### src/rtl/button_press_decoder_if.sv
// -----------------------------------------------------------------------------
// button_press_decoder_if
//
// Bundles the raw push-button pin and the conditioned event outputs of
// button_press_decoder so the decoder and its consumers share one connection.
//
// Signals:
//   boton        raw, asynchronous button pin (1 = pressed)
//   btn_level    debounced button level
//   short_pulse  one-cycle pulse, short press completed
//   long_pulse   one-cycle pulse, long-press threshold reached
//   held         high from long_pulse until the debounced release
//   double_pulse one-cycle pulse, double press detected (0 when not built)
//
// Modports:
//   master  drives the pin, observes the events (board / consumer side)
//   slave   samples the pin, produces the events (decoder side)
// -----------------------------------------------------------------------------
interface button_press_decoder_if;
    logic boton;
    logic btn_level;
    logic short_pulse;
    logic long_pulse;
    logic held;
    logic double_pulse;

    modport master (
        output boton,
        input  btn_level,
        input  short_pulse,
        input  long_pulse,
        input  held,
        input  double_pulse
    );

    modport slave (
        input  boton,
        output btn_level,
        output short_pulse,
        output long_pulse,
        output held,
        output double_pulse
    );
endinterface

### src/rtl/button_press_decoder.sv
// -----------------------------------------------------------------------------
// button_press_decoder
//
// Conditions the raw Tamagotchi push-button for the pet FSM and display
// driver: two-flop synchroniser, debouncer, and a press classifier that emits
// single-cycle short/long (and optionally double) press events.
//
// Optional feature: define BUTTON_DOUBLE_PRESS_EN to build the double-press
// detector. Without it, double_pulse is tied 0 and short presses are
// reported on release; with it, short presses are reported only once the
// gap window after the release has expired without a second press.
//
// Parameters:
//   DEBOUNCE_CYCLES  stable cycles needed to accept a level change (>= 1)
//   LONG_CYCLES      high cycles that make a press long (>= 2)
//   GAP_CYCLES       release-to-second-press window for a double press (>= 1)
//
// Ports:
//   clk  system clock
//   rst  asynchronous, active-high reset
//   btn  button_press_decoder_if.slave: boton in; btn_level, short_pulse,
//        long_pulse, held, double_pulse out (all registered)
// -----------------------------------------------------------------------------
module button_press_decoder #(
    parameter int DEBOUNCE_CYCLES = 500000,
    parameter int LONG_CYCLES     = 50000000,
    parameter int GAP_CYCLES      = 15000000
) (
    input  logic                         clk,
    input  logic                         rst,
    button_press_decoder_if.slave        btn
);

    localparam int DB_W = $clog2(DEBOUNCE_CYCLES + 1);
    localparam int PR_W = (LONG_CYCLES > 2) ? $clog2(LONG_CYCLES) : 1;
    localparam logic [DB_W-1:0] DB_LAST = DB_W'(DEBOUNCE_CYCLES - 1);
    localparam logic [PR_W-1:0] PR_LAST = PR_W'(LONG_CYCLES - 1);

    generate
        if (DEBOUNCE_CYCLES < 1 || LONG_CYCLES < 2 || GAP_CYCLES < 1) begin : g_bad_params
            $error("button_press_decoder: parameter outside its legal range");
        end
    endgenerate

`ifdef BUTTON_DOUBLE_PRESS_EN
    localparam int GP_W = $clog2(GAP_CYCLES + 1);
    localparam logic [GP_W-1:0] GP_LAST = GP_W'(GAP_CYCLES);

    typedef enum logic [2:0] {
        IDLE,
        PRESSED,
        LONG_HELD,
        WAIT_SECOND,
        DOUBLE_HELD
    } state_t;
`else
    typedef enum logic [1:0] {
        IDLE,
        PRESSED,
        LONG_HELD
    } state_t;
`endif

    // ---- stage p0/p1: two-flop synchroniser on the raw pin ----
    logic sync_p0;
    logic sync;

    always_ff @(posedge clk or posedge rst) begin
        if (rst) begin
            sync_p0 <= 1'b0;
            sync    <= 1'b0;
        end else begin
            sync_p0 <= btn.boton;
            sync    <= sync_p0;
        end
    end

    // ---- debounce: level flips only after DEBOUNCE_CYCLES disagreeing cycles ----
    logic [DB_W-1:0] db_cnt;
    logic            btn_level_q;

    always_ff @(posedge clk or posedge rst) begin
        if (rst) begin
            db_cnt      <= '0;
            btn_level_q <= 1'b0;
        end else if (sync == btn_level_q) begin
            // Any return to the accepted level restarts the qualification.
            db_cnt <= '0;
        end else if (db_cnt == DB_LAST) begin
            btn_level_q <= ~btn_level_q;
            db_cnt      <= '0;
        end else begin
            db_cnt <= db_cnt + DB_W'(1);
        end
    end

    // ---- edge detect on the debounced level ----
    logic btn_prev;
    logic rise;
    logic fall;

    always_ff @(posedge clk or posedge rst) begin
        if (rst) begin
            btn_prev <= 1'b0;
        end else begin
            btn_prev <= btn_level_q;
        end
    end

    assign rise = btn_level_q & ~btn_prev;
    assign fall = ~btn_level_q & btn_prev;

    // ---- classifier FSM ----
    state_t          state;
    state_t          state_next;
    logic [PR_W-1:0] press_cnt;
    logic [PR_W-1:0] press_cnt_next;
    logic            short_next;
    logic            long_next;
    logic            held_next;
    logic            double_next;
`ifdef BUTTON_DOUBLE_PRESS_EN
    logic [GP_W-1:0] gap_cnt;
    logic [GP_W-1:0] gap_cnt_next;
`endif

    always_comb begin
        state_next     = state;
        press_cnt_next = press_cnt;
        short_next     = 1'b0;
        long_next      = 1'b0;
        held_next      = 1'b0;
        double_next    = 1'b0;
`ifdef BUTTON_DOUBLE_PRESS_EN
        gap_cnt_next   = gap_cnt;
`endif

        case (state)
            IDLE: begin
                if (rise) begin
                    state_next     = PRESSED;
                    press_cnt_next = PR_W'(1);
                end
            end

            // PRESSED/LONG_HELD/DOUBLE_HELD are only entered on a rise and
            // left on a fall, so "not fall" here means the level is still high.
            PRESSED: begin
                if (fall) begin
`ifdef BUTTON_DOUBLE_PRESS_EN
                    state_next   = WAIT_SECOND;
                    gap_cnt_next = GP_W'(1);
`else
                    state_next   = IDLE;
                    short_next   = 1'b1;
`endif
                end else if (press_cnt == PR_LAST) begin
                    // press_cnt stays parked at LONG_CYCLES-1 (saturated).
                    state_next = LONG_HELD;
                    long_next  = 1'b1;
                end else begin
                    press_cnt_next = press_cnt + PR_W'(1);
                end
            end

            LONG_HELD: begin
                if (fall) begin
                    state_next = IDLE;
                end else begin
                    held_next = 1'b1;
                end
            end

`ifdef BUTTON_DOUBLE_PRESS_EN
            WAIT_SECOND: begin
                // Rise is tested first so a second press landing in the
                // expiry cycle is still reported as a double.
                if (rise) begin
                    state_next  = DOUBLE_HELD;
                    double_next = 1'b1;
                end else if (gap_cnt == GP_LAST) begin
                    state_next = IDLE;
                    short_next = 1'b1;
                end else begin
                    gap_cnt_next = gap_cnt + GP_W'(1);
                end
            end

            DOUBLE_HELD: begin
                if (fall) begin
                    state_next = IDLE;
                end
            end
`endif

            default: begin
                state_next = IDLE;
            end
        endcase
    end

    always_ff @(posedge clk or posedge rst) begin
        if (rst) begin
            state     <= IDLE;
            press_cnt <= '0;
        end else begin
            state     <= state_next;
            press_cnt <= press_cnt_next;
        end
    end

`ifdef BUTTON_DOUBLE_PRESS_EN
    always_ff @(posedge clk or posedge rst) begin
        if (rst) begin
            gap_cnt <= '0;
        end else begin
            gap_cnt <= gap_cnt_next;
        end
    end
`endif

    // ---- registered event outputs ----
    logic short_q;
    logic long_q;
    logic held_q;

    always_ff @(posedge clk or posedge rst) begin
        if (rst) begin
            short_q <= 1'b0;
            long_q  <= 1'b0;
            held_q  <= 1'b0;
        end else begin
            short_q <= short_next;
            long_q  <= long_next;
            held_q  <= held_next;
        end
    end

`ifdef BUTTON_DOUBLE_PRESS_EN
    logic double_q;

    always_ff @(posedge clk or posedge rst) begin
        if (rst) begin
            double_q <= 1'b0;
        end else begin
            double_q <= double_next;
        end
    end

    assign btn.double_pulse = double_q;
`else
    assign btn.double_pulse = 1'b0;
`endif

    assign btn.btn_level   = btn_level_q;
    assign btn.short_pulse = short_q;
    assign btn.long_pulse  = long_q;
    assign btn.held        = held_q;

endmodule

### src/flat_wrapper.sv
// flat-port wrapper written by rule: the top's interface ports become plain ports
module button_press_decoder_flat 
#(
    parameter int DEBOUNCE_CYCLES = 500000,
    parameter int LONG_CYCLES     = 50000000,
    parameter int GAP_CYCLES      = 15000000
)
  (clk, rst, btn_boton, btn_btn_level, btn_short_pulse, btn_long_pulse, btn_held, btn_double_pulse);
  button_press_decoder_if btn_i ();
  input  logic clk;
  input  logic rst;
  input wire logic [$bits(btn_i.boton)-1:0] btn_boton;
  output wire logic [$bits(btn_i.btn_level)-1:0] btn_btn_level;
  output wire logic [$bits(btn_i.short_pulse)-1:0] btn_short_pulse;
  output wire logic [$bits(btn_i.long_pulse)-1:0] btn_long_pulse;
  output wire logic [$bits(btn_i.held)-1:0] btn_held;
  output wire logic [$bits(btn_i.double_pulse)-1:0] btn_double_pulse;
  assign btn_i.boton = btn_boton;
  assign btn_btn_level = btn_i.btn_level;
  assign btn_short_pulse = btn_i.short_pulse;
  assign btn_long_pulse = btn_i.long_pulse;
  assign btn_held = btn_i.held;
  assign btn_double_pulse = btn_i.double_pulse;
  button_press_decoder #(.DEBOUNCE_CYCLES(DEBOUNCE_CYCLES), .LONG_CYCLES(LONG_CYCLES), .GAP_CYCLES(GAP_CYCLES)) u_core (.clk(clk), .rst(rst), .btn(btn_i));
endmodule
### config.mk
export PLATFORM = sky130hd
export DESIGN_NAME = button_press_decoder_flat
export DESIGN_NICKNAME = d
export VERILOG_FILES = /design/src/rtl/button_press_decoder_if.sv /design/src/rtl/button_press_decoder.sv /design/src/flat_wrapper.sv
export SDC_FILE = /design/constraint.sdc
export NUM_CORES = 1
export LEC_CHECK = 0
export ABC_AREA = 1
export BUFFER_PORTS_ARGS = -buffer_cell sky130_fd_sc_hd__buf_2
export CAP_MARGIN = 15
export CELL_PAD_IN_SITES_DETAIL_PLACEMENT = 1
export CELL_PAD_IN_SITES_GLOBAL_PLACEMENT = 1
export CORE_MARGIN = 10
export CORE_UTILIZATION = 50
export DETAILED_ROUTE_END_ITERATION = 12
export GPL_TIMING_DRIVEN = 0
export PLACE_DENSITY_LB_ADDON = 0.1
export SYNTH_ARGS = -nofsm -noshare
export SYNTH_HDL_FRONTEND = slang
export SYNTH_SLANG_ARGS = --single-unit
### constraint.sdc
create_clock -name clk -period 2.85 [get_ports clk]
set_clock_uncertainty 0.05 [all_clocks]
set_input_delay 0.4275 -clock clk [delete_from_list [all_inputs] [get_ports clk]]
set_output_delay 0.4275 -clock clk [all_outputs]
set_load 0.05 [all_outputs]
==> results.toml, run 1 <==
[status]
run_status = "finished, final reports clean"

[yosys]
synth-adder-area-share = 0.00808
yosys.cell_types.count = 34
yosysSeqAreaShare = 0.436
synth-compound-area-share = 0.0776
synth_top_family_by_area = "simple AND/OR/NAND/NOR gates"
synthesis.nets = 419
basic_gate_share_of_the_synthesized_area_counting_and_or_nand_and_nor_cells = 0.361
postSynthAreaPerCell_um2 = 7.48
synth_area_in_xor_xnor = 0.0481
fraction_of_synthesis_flops_using_an_asynchronous_set_or_reset_pin = 1.00
synth_cells = 414
synth-warning-count = 0
syn_area_mm2 = 0.00310
synth_edf_count = 0
yosys_register_bits = 54
ys_dominant_reg_cell = "dfrtp_1"
muxShareOfSynthArea = 0

[final_layout]
layout-drive-gt1-share = 0.124
fill_cells = 781
layout_commonest_cell = "nand2_1"
n_antenna_cell = 0
commonest_cells_after_routing_fill_and_taps_aside = "nand2_1, nor2_1, dfrtp_1, inv_1, nand3_1"
multi_input_area_mm2 = 0.00154
layout.area.seq_mm2 = 0.00135
layout-area-overhead-vs-synth_pct = 8.28
nNetsFinal = 433

[worst_setup_path]
path_class = "register to register"
setup.worst_path.start = "u_core.press_cnt[0]"
worst-path-max-fanout = 10
critical_path_arrival_ps = 2220
rr_endpoint = "u_core.press_cnt[15]"
timing_endpoint_of_the_critical_path = "u_core.press_cnt[15]"
timing.critical_path.slowest_cell_delay_ps = 430
reg2regPathDepth = 9
sort_of_element_at_the_start_of_the_critical_path = "register"
worst_setup_end_kind = "register"
timing.critical_path.required_ps = 3050
cpMaxStageDelayCell = "dfrtp_1"
crit_path_cell_trace = "ha_1 -> nand2_2 -> nor2_4 -> nand2_2 -> nor2_4 -> a21oi_2 -> buf_2 -> nand3_1 -> o21ai_1"
setup.reg_to_reg.worst_slack_ps = 830
regToRegStartpoint = "u_core.press_cnt[0]"

[routing]
per_cell_via_count_in_the_routed_design = 5.42
wire_per_inst_um = 16.0
dr_total_vias = 2733
detail_route.wirelength_mm = 8.07
drcViolationCount = 0
postRouteAntennaNets = 0
detailedRoute.firstIterationViolations = 123
drt_pre_antenna_iters = 4

[global_route]
gr-total-overflow = 0
grt_antenna_before_repair = 0
grt_start_max_net_pins = 34
grt_first_pass_wirelength_mm = 14.0
groute.usage.overall = 0.173
first_global_vias = 2920

[clocking]
clock_tree.htree_level_count = 2
post_cts_resize_count = 0
cts_sinks = 54
hold_fix_buffer_count_after_cts = 0
clk_latency_ps = 320
clk_transition_reported_paths_ps = 100
cts_buffers = 5
ctsRootBufferMaster = "clkbuf_8"
post_cts.repair.setup_buffers = 0
clock_tree_from_tritoncts = "done"
cts-root-to-sink-buffers = 2

[sta]
worst_slew_margin = 0.661
setup-tns-final_ps = 0
rsz0062_at_grt = "no"
setup_violations = 0
final_hold_viol_count = 0
period_minus_slack_ps = 2020
fmaxAchievable_mhz = 494
slew_viol_final = 0
worstMarginPinSlew_ps = 507
final_worst_path_cycle_share = 0.710

[floorplan]
num_io_pins = 8
floorplan.rows = 28
start_util = 0.520
die_width_um = 98.7
die_height_um = 98.7
die-area_mm2 = 0.00974
core_area_mm2 = 0.00596

[placed_design]
io_buffer_count = 6
place.gp.congestion = 0.828
detailedPlacementHpwl_mm = 6.18

[power]
post-layout-total-power_w = 0.00135
static-leakage-power_nw = 1.47
power_per_cell_area_mw_per_mm2 = 402
power.ir.vdd_worst_v = 0.000261

[min_path]
hold_path.class = "primary input to async pin"

[flow_run]
maxCapViolations = 0
## how the worst min path moves through the flow
stage	startpoint	to	slack, ps	depth (start not counted)
floorplan	u_core.sync_p0	u_core.sync	280	0
global placement	u_core.sync_p0	u_core.sync	280	0
detailed placement	u_core.sync_p0	u_core.sync	300	0
CTS	rst	u_core.db_cnt[0]	100	2
global route	rst	u_core.db_cnt[0]	100	2
finish	rst	u_core.db_cnt[0]	80	2
## synthesized netlist by cell type, drive strengths merged, types with 6 or more instances
cell type / n / area share
buf: 6 / 0.015
nand4: 15 / 0.030
o21ai: 27 / 0.057
nand2: 118 / 0.15
inv: 43 / 0.052
nor2: 80 / 0.11
xor2: 11 / 0.031
dfrtp: 54 / 0.44
nand3: 22 / 0.039
xnor2: 6 / 0.017
nor3: 14 / 0.023
## flip-flops by register name, indices dropped and copies added (netlist names)
signal,cells
u_core.db_cnt,19
u_core.btn.long_pulse,1
u_core.btn.btn_level,1
u_core.btn.short_pulse,1
u_core.press_cnt,26
u_core.sync,1
u_core.state,2
u_core.btn.held,1
u_core.sync_p0,1
u_core.btn_prev,1
## worst max-delay path, delay by kind of cell, from the launching register on
kind	cells	cell delay, ps
compound gates	2	410
flops	1	430
fa+ha+maj	1	290
simple gates	5	440
buf+inv	1	330
## routing by layer
layer,GRT usage,share of wire,vias to the layer above
met1,0.220,0.48,1350
met3,0.0251,0.020,9
met2,0.299,0.49,21
met4,0.0419,0.010,0
li1,-,-,1353
met5,0,0,-
## cell families (layout without fill, tap and decap cells)
logic type | after synthesis | in the layout
adders and majority gates | 2 | 2
other | 1 | 1
and+or+nand+nor | 254 | 254
AOI/OAI and AO/OA | 36 | 36
DFF | 54 | 54
xor gates and xnor gates | 17 | 17
buffers and inverters | 50 | 65
## layout make-up
class / instances / share of cell area
inverters: 44 / 0.0493
clock buffers: 5 / 0.0205
clock inverters: 3 / 0.0131
flip-flops and latches: 54 / 0.403
plain buffers: 6 / 0.0134
multi-input cells: 310 / 0.458
well taps: 75 / 0.0280
repair buffers: 7 / 0.0149
## power by group
group	leakage (nW)	switching (W)	internal, W	total [W]
clock	0.0585	0.000273	0.000264	0.000537
combinational	0.660	0.0000293	0.00000882	0.0000382
sequential	0.748	0.00000376	0.000770	0.000774
## stage by stage
step	instance area [um2]	hold slack [ps]	worst slack, ps	cells	utilization
after global placement	3220	284	324	495	0.541
after CTS	3350	97.3	818	504	0.563
after detailed placement	3240	298	859	496	0.544
after floorplan	3100	281	1060	414	-
final	3350	77.1	826	504	0.563
after global routing	3350	104	707	504	0.563
Power figures use the tool's default switching activity.
==> run 2: changes to the inputs <==
--- a/config.mk
+++ b/config.mk
@@ -5,13 +5,13 @@
 export SDC_FILE = /design/constraint.sdc
 export NUM_CORES = 1
 export LEC_CHECK = 0
-export ABC_AREA = 1
+export ABC_AREA = 0
 export BUFFER_PORTS_ARGS = -buffer_cell sky130_fd_sc_hd__buf_2
 export CAP_MARGIN = 15
 export CELL_PAD_IN_SITES_DETAIL_PLACEMENT = 1
 export CELL_PAD_IN_SITES_GLOBAL_PLACEMENT = 1
 export CORE_MARGIN = 10
-export CORE_UTILIZATION = 50
+export CORE_UTILIZATION = 44
 export DETAILED_ROUTE_END_ITERATION = 12
 export GPL_TIMING_DRIVEN = 0
 export PLACE_DENSITY_LB_ADDON = 0.1
==> constraint.sdc (replaced) <==
create_clock -name clk -period 1.8 [get_ports clk]
set_clock_uncertainty 0.05 [all_clocks]
set_input_delay 0.27 -clock clk [delete_from_list [all_inputs] [get_ports clk]]
set_output_delay 0.27 -clock clk [all_outputs]
set_load 0.05 [all_outputs]
==> run 2 against run 1 <==
The run now ends with setup timing left; critical path depth is 3 lower; synthesized cell count shrank 30%; critical path type unchanged; global-route usage is 1.4 points lower; critical endpoint is now u_core.press_cnt[19].
==> results.toml, run 2 <==
[clocking]
clk_transition_reported_paths_ps = 100
clock_tree_from_tritoncts = "done"
clk_latency_ps = 320
cts-root-to-sink-buffers = 2
ctsRootBufferMaster = "clkbuf_8"
cts_sinks = 54
cts_buffers = 5
clock_tree.htree_level_count = 2

[worst_setup_path]
timing.critical_path.slowest_cell_delay_ps = 420
regToRegStartpoint = "u_core.press_cnt[0]"
reg2regPathDepth = 6
critPathTopFamily = "simple AND/OR/NAND/NOR gates"
rr_endpoint = "u_core.press_cnt[19]"
path_class = "register to register"
worst-path-max-fanout = 5
cpMaxStageDelayCell = "dfrtp_1"
path_common_cell = "nand4_1"
setup.reg_to_reg.worst_slack_ps = -110
worst_setup_end_kind = "register"
timing.critical_path.required_ps = 1970
critical_path_arrival_ps = 2080
worstPathBufferInverterCount = 1
crit_path_cell_trace = "buf_4 -> nand4_1 -> nor3_2 -> nand4_1 -> xnor2_1 -> a22o_1"
sort_of_element_at_the_start_of_the_critical_path = "register"

[power]
power.ir.vdd_worst_v = 0.000361
static-leakage-power_nw = 1.63
power_per_cell_area_mw_per_mm2 = 546

[sta]
final_hold_viol_count = 0
crit_path_setup_slack_layout_ps = -113
setup_violations = 7
fmaxAchievable_mhz = 523
worst_hold_slack_ps = 307
rsz0062_at_grt = "yes"
worst_slew_margin = 0.655
period_minus_slack_ps = 1910
final_worst_path_cycle_share = 1.06
worstMarginPinSlew_ps = 516
slew_viol_final = 0

[final_layout]
registers.top_by_ff_count = "u_core.press_cnt"
layout_commonest_cell = "dfrtp_1"
nNetsFinal = 351
n_antenna_cell = 0
layout-drive-gt1-share = 0.352
layout-area-overhead-vs-synth_pct = 32.3
layout_top_registers = "u_core.press_cnt x26, u_core.db_cnt x19, u_core.state x2"
finish.utilization = 0.612
commonest_cells_after_routing_fill_and_taps_aside = "dfrtp_1, buf_4, nor2_1, nand2_1, nand3_1"
largest_register_ffs = 26

[routing]
wire_per_inst_um = 21.0
postRouteAntennaNets = 0
detail_route.wirelength_mm = 8.88
drcViolationCount = 0
dr_total_vias = 2548
detailedRoute.firstIterationViolations = 195
drt_pre_antenna_iters = 4
per_cell_via_count_in_the_routed_design = 6.04

[placed_design]
io_buffer_count = 6
preCtsSetupSlack_ps = -295
detailedPlacementHpwl_mm = 5.12
place.gp.congestion = 0.831

[yosys]
post-synth-top-area-cell = "dfrtp_1"
synth-warning-count = 0
synth_cells = 291
syn_area_mm2 = 0.00279
synth.area.top_cells = "dfrtp_1, nor2_1, nand3_1, nand2_1, o31ai_1"
synth.most_common_cell = "dfrtp_1"
yosysSeqAreaShare = 0.485
synth.top_cells.by_count = "dfrtp_1, nor2_1, nand2_1"
synth_edf_count = 0
yosys_register_bits = 54
postSynthAreaPerCell_um2 = 9.58
fraction_of_synthesis_flops_using_an_asynchronous_set_or_reset_pin = 1.00
yosys.cell_types.count = 51
ys_dominant_reg_cell = "dfrtp_1"
netlist.area_leader.share = 0.485
synthesis.nets = 296

[min_path]
hold_path_end = "u_core.sync"
timing.hold.worst_path_depth = 0
hp-start = "u_core.sync_p0"
hold_path.class = "register to register"

[global_route]
grt_start_max_net_pins = 33
first_global_vias = 2461
gr-total-overflow = 0
grt_first_pass_wirelength_mm = 12.8
groute.usage.overall = 0.158
grt_antenna_before_repair = 0

[floorplan]
die-area_mm2 = 0.00992
num_io_pins = 8
start_util = 0.463
floorplan.rows = 28
die_height_um = 99.6
die_width_um = 99.6
core_area_mm2 = 0.00603

[status]
violations = "setup timing"
run_status = "complete, but fails checks"

[flow_run]
maxCapViolations = 0
[run 2: final cells by class]
type                       instances  area (um2)
fill                             658        2340
clock buffer                       6        72.6
inverter                           5        21.3
sequential                        54        1370
buffer                             8        82.6
multi-input combinational        222        1620
clock inverter                     2        13.8
timing repair buffer              50         415
tap                               75        93.8
[run 2: worst max-delay path by stage]
stage / from / to / slack, ps / depth (start not counted)
after floorplan: u_core.btn.btn_level / u_core.press_cnt[5] / 20 / 6
after global placement: rst / u_core.btn.btn_level / -780 / 2
after detailed placement: u_core.db_cnt[0] / u_core.db_cnt[18] / -300 / 6
after CTS: u_core.db_cnt[11] / u_core.db_cnt[17] / 2 / 6
after global routing: u_core.press_cnt[0] / u_core.press_cnt[19] / -210 / 6
final: u_core.press_cnt[0] / u_core.press_cnt[19] / -110 / 6
[run 2: through the flow]
step / TNS, ps / std cells / total power (W) / area [um2]
global route: -1870 / 422 / 0.00210 / 3690
floorplan: 0 / 291 / 0.00129 / 2800
global placement: -39500 / 372 / 0.00131 / 2930
detailed placement: -7960 / 373 / 0.00131 / 2950
finish: -402 / 422 / 0.00201 / 3690
CTS: 0 / 395 / 0.00201 / 3280
[run 2: logic make-up after synthesis]
family | after synthesis | share of synthesized area
AOI/OAI and AO/OA | 56 | 0.130
buffers and inverters | 15 | 0.0260
muxes | 2 | 0.00763
and+or+nand+nor | 142 | 0.281
adders and majority gates | 2 | 0.00898
DFF | 54 | 0.485
other | 1 | 0.00135
xor gates and xnor gates | 19 | 0.0597
[run 2: repair_timing]
action / CTS / global route
gates cloned: 0 / 2
endpoints found under the hold margin: 23 / 0
gates resized for setup: 27 / 49
setup buffers: 14 / 25
hold buffers: 2 / 0
pin swaps: 9 / 24
endpoints found under the setup margin: 46 / 37
[run 2: report_power, final]
| group | switching [W] | leakage (nW) | internal, W |
|---|---|---|---|
| logic | 0.0000490 | 0.858 | 0.0000317 |
| clock network | 0.000429 | 0.0452 | 0.000276 |
| registers | 0.00000877 | 0.727 | 0.00122 |
[run 2: routing by layer]
metal	wire, um	vias up	track usage
met5	0	-	0
met4	180	0	0.0518
met3	338	16	0.0304
met2	4190	48	0.248
met1	4180	1319	0.213
li1	-	1165	-
==> run 3: changes to the inputs <==
--- a/config.mk
+++ b/config.mk
@@ -12,9 +12,11 @@
 export CELL_PAD_IN_SITES_GLOBAL_PLACEMENT = 1
 export CORE_MARGIN = 10
 export CORE_UTILIZATION = 44
+export CTS_BUF_LIST = sky130_fd_sc_hd__clkbuf_16
 export DETAILED_ROUTE_END_ITERATION = 12
 export GPL_TIMING_DRIVEN = 0
 export PLACE_DENSITY_LB_ADDON = 0.1
+export SETUP_SLACK_MARGIN = 0.02
 export SYNTH_ARGS = -nofsm -noshare
 export SYNTH_HDL_FRONTEND = slang
 export SYNTH_SLANG_ARGS = --single-unit
==> run 3 against run 2 <==
The flow still finishes with violations (setup timing); non-clock buffer count shrank 3; first-iteration DRC count grew 14%; combinational power shrank 12%; sequential cell count is the same; clock power grew 37%; routed wire length shrank 0.57%; cell count shrank 0.71%; sequential share of layout area shrank 0.29 points; highest routed layer unchanged.
==> results.toml, run 3 (synthesized netlist as in run 2, its figures left out) <==
[final_layout]
layout_top_registers = "u_core.press_cnt x26, u_core.db_cnt x19, u_core.state x2"
largest_register_ffs = 26
fill_cells = 667
layout-drive-gt1-share = 0.343
registers.top_by_ff_count = "u_core.press_cnt"
commonest_cells_after_routing_fill_and_taps_aside = "dfrtp_1, buf_4, nor2_1, nand2_1, nand3_1"
n_antenna_cell = 0
layout.area.seq_mm2 = 0.00137
nNetsFinal = 348
finish.instance_area_mm2 = 0.00372
layout-area-overhead-vs-synth_pct = 33.5
multi_input_area_mm2 = 0.00162
layout_commonest_cell = "dfrtp_1"

[routing]
wire_per_inst_um = 21.1
per_cell_via_count_in_the_routed_design = 6.06
postRouteAntennaNets = 0
drcViolationCount = 0
dr_total_vias = 2539
detail_route.wirelength_mm = 8.83
drt_pre_antenna_iters = 4
detailedRoute.firstIterationViolations = 223

[flow_run]
maxCapViolations = 0

[floorplan]
core_area_mm2 = 0.00603
die_width_um = 99.6
num_io_pins = 8
die_height_um = 99.6
start_util = 0.463
floorplan.rows = 28
die-area_mm2 = 0.00992

[worst_setup_path]
worst-path-max-fanout = 6
timing.critical_path.required_ps = 1910
timing.critical_path.slowest_cell_delay_ps = 390
sort_of_element_at_the_start_of_the_critical_path = "register"
cpMaxStageDelayCell = "dfrtp_1"
worst_setup_end_kind = "register"
crit_path_cell_trace = "ha_4 -> nand3_4 -> buf_12 -> nor4_4 -> a31oi_1 -> o31ai_1 -> o21ai_1"
path_class = "register to register"
critical_path_arrival_ps = 2020

[status]
violations = "setup timing"
run_status = "complete, but fails checks"

[sta]
crit_path_setup_slack_layout_ps = -104
rsz0062_at_grt = "yes"
worstMarginPinSlew_ps = 518
period_minus_slack_ps = 1900
setup_violations = 1
final_worst_path_cycle_share = 1.06
worst_slew_margin = 0.654
slew_viol_final = 0
worst_hold_slack_ps = 25.7
fmaxAchievable_mhz = 525
final_hold_viol_count = 0

[placed_design]
postPlaceCellArea_mm2 = 0.00295
place.gp.congestion = 0.831
preCtsSetupSlack_ps = -295
io_buffer_count = 6
detailedPlacementHpwl_mm = 5.12

[power]
static-leakage-power_nw = 1.68
power_per_cell_area_mw_per_mm2 = 608
power.ir.vdd_worst_v = 0.000349

[clocking]
clock_tree_from_tritoncts = "done"
cts_sinks = 54
clk_latency_ps = 290
cts-root-to-sink-buffers = 2
ctsRootBufferMaster = "clkbuf_16"
cts_buffers = 5
clk_transition_reported_paths_ps = 70
clock_tree.htree_level_count = 2

[global_route]
gr-total-overflow = 0
groute.usage.overall = 0.157
grt_start_max_net_pins = 33
grt_antenna_before_repair = 0
grt_first_pass_wirelength_mm = 12.8
first_global_vias = 2464

[min_path]
hold_path.class = "primary input to register"
run 3: changes by cell type in the layout (fill, tap and decap cells not counted), moves of 5 or more:
cell / delta
nand3_1: +5
clkbuf_16: +5
nand3_2: -5
clkbuf_8: -5
run 3: path summary, 6_finish.rpt:
kind | cells after the start | endpoint | slack (ps) | start
min reg2reg | 0 | u_core.sync | 300 | u_core.sync_p0
min in group asynchronous | 3 | u_core.btn.held | 500 | rst
min | 1 | u_core.sync_p0 | 30 | btn_boton
max reg2reg | 7 | u_core.press_cnt[12] | -100 | u_core.press_cnt[1]
max in group asynchronous | 4 | u_core.press_cnt[10] | 620 | rst
max | 7 | u_core.press_cnt[12] | -100 | u_core.press_cnt[1]
run 3: repair_timing:
item | 4_1_cts | 5_1_grt
hold buffers | 1 | 0
hold endpoints to repair | 22 | 0
pin swaps | 10 | 21
gates resized for setup | 29 | 49
gates cloned | 0 | 2
setup endpoints to repair | 46 | 37
setup buffers | 16 | 21
run 3: power breakdown:
part / switching, W / internal (W)
combinational: 0.0000473 / 0.0000238
sequential: 0.00000710 / 0.00122
clock: 0.000452 / 0.000512
total: 0.000506 / 0.00176
run 3: layer usage:
| layer | track usage | vias to the layer above | wire length (um) | share of wire |
|---|---|---|---|---|
| met4 | 0.0474 | 0 | 170 | 0.019 |
| met2 | 0.249 | 53 | 4220 | 0.48 |
| li1 | - | 1162 | - | - |
| met5 | 0 | - | 0 | 0 |
| met3 | 0.0263 | 19 | 254 | 0.029 |
| met1 | 0.214 | 1305 | 4180 | 0.47 |
run 3: cell type report:
type / instances / area share
Buffer: 8 / 0.0222
Clock buffer: 5 / 0.0336
Clock inverter: 3 / 0.00471
Inverter: 5 / 0.00572
Multi-Input combinational cell: 222 / 0.436
Sequential cell: 54 / 0.368
Tap cell: 75 / 0.0252
Timing Repair Buffer: 47 / 0.105
run 3: metrics by stage:
step | instances | utilization | power, W | setup TNS [ps]
after floorplan | 291 | - | 0.00129 | 0
after global placement | 372 | 0.486 | 0.00131 | -39500
after detailed placement | 373 | 0.489 | 0.00131 | -7960
after CTS | 396 | 0.554 | 0.00228 | 0
after global routing | 419 | 0.618 | 0.00235 | -1010
final | 419 | 0.618 | 0.00226 | -104
run 3: critical path, delay by kind of cell (launching register included):
family,cells,cell delay [ps]
and+or+nand+nor,2,400
buffers and inverters,1,170
adders and majority gates,1,170
DFF,1,390
AOI/OAI and AO/OA,3,590
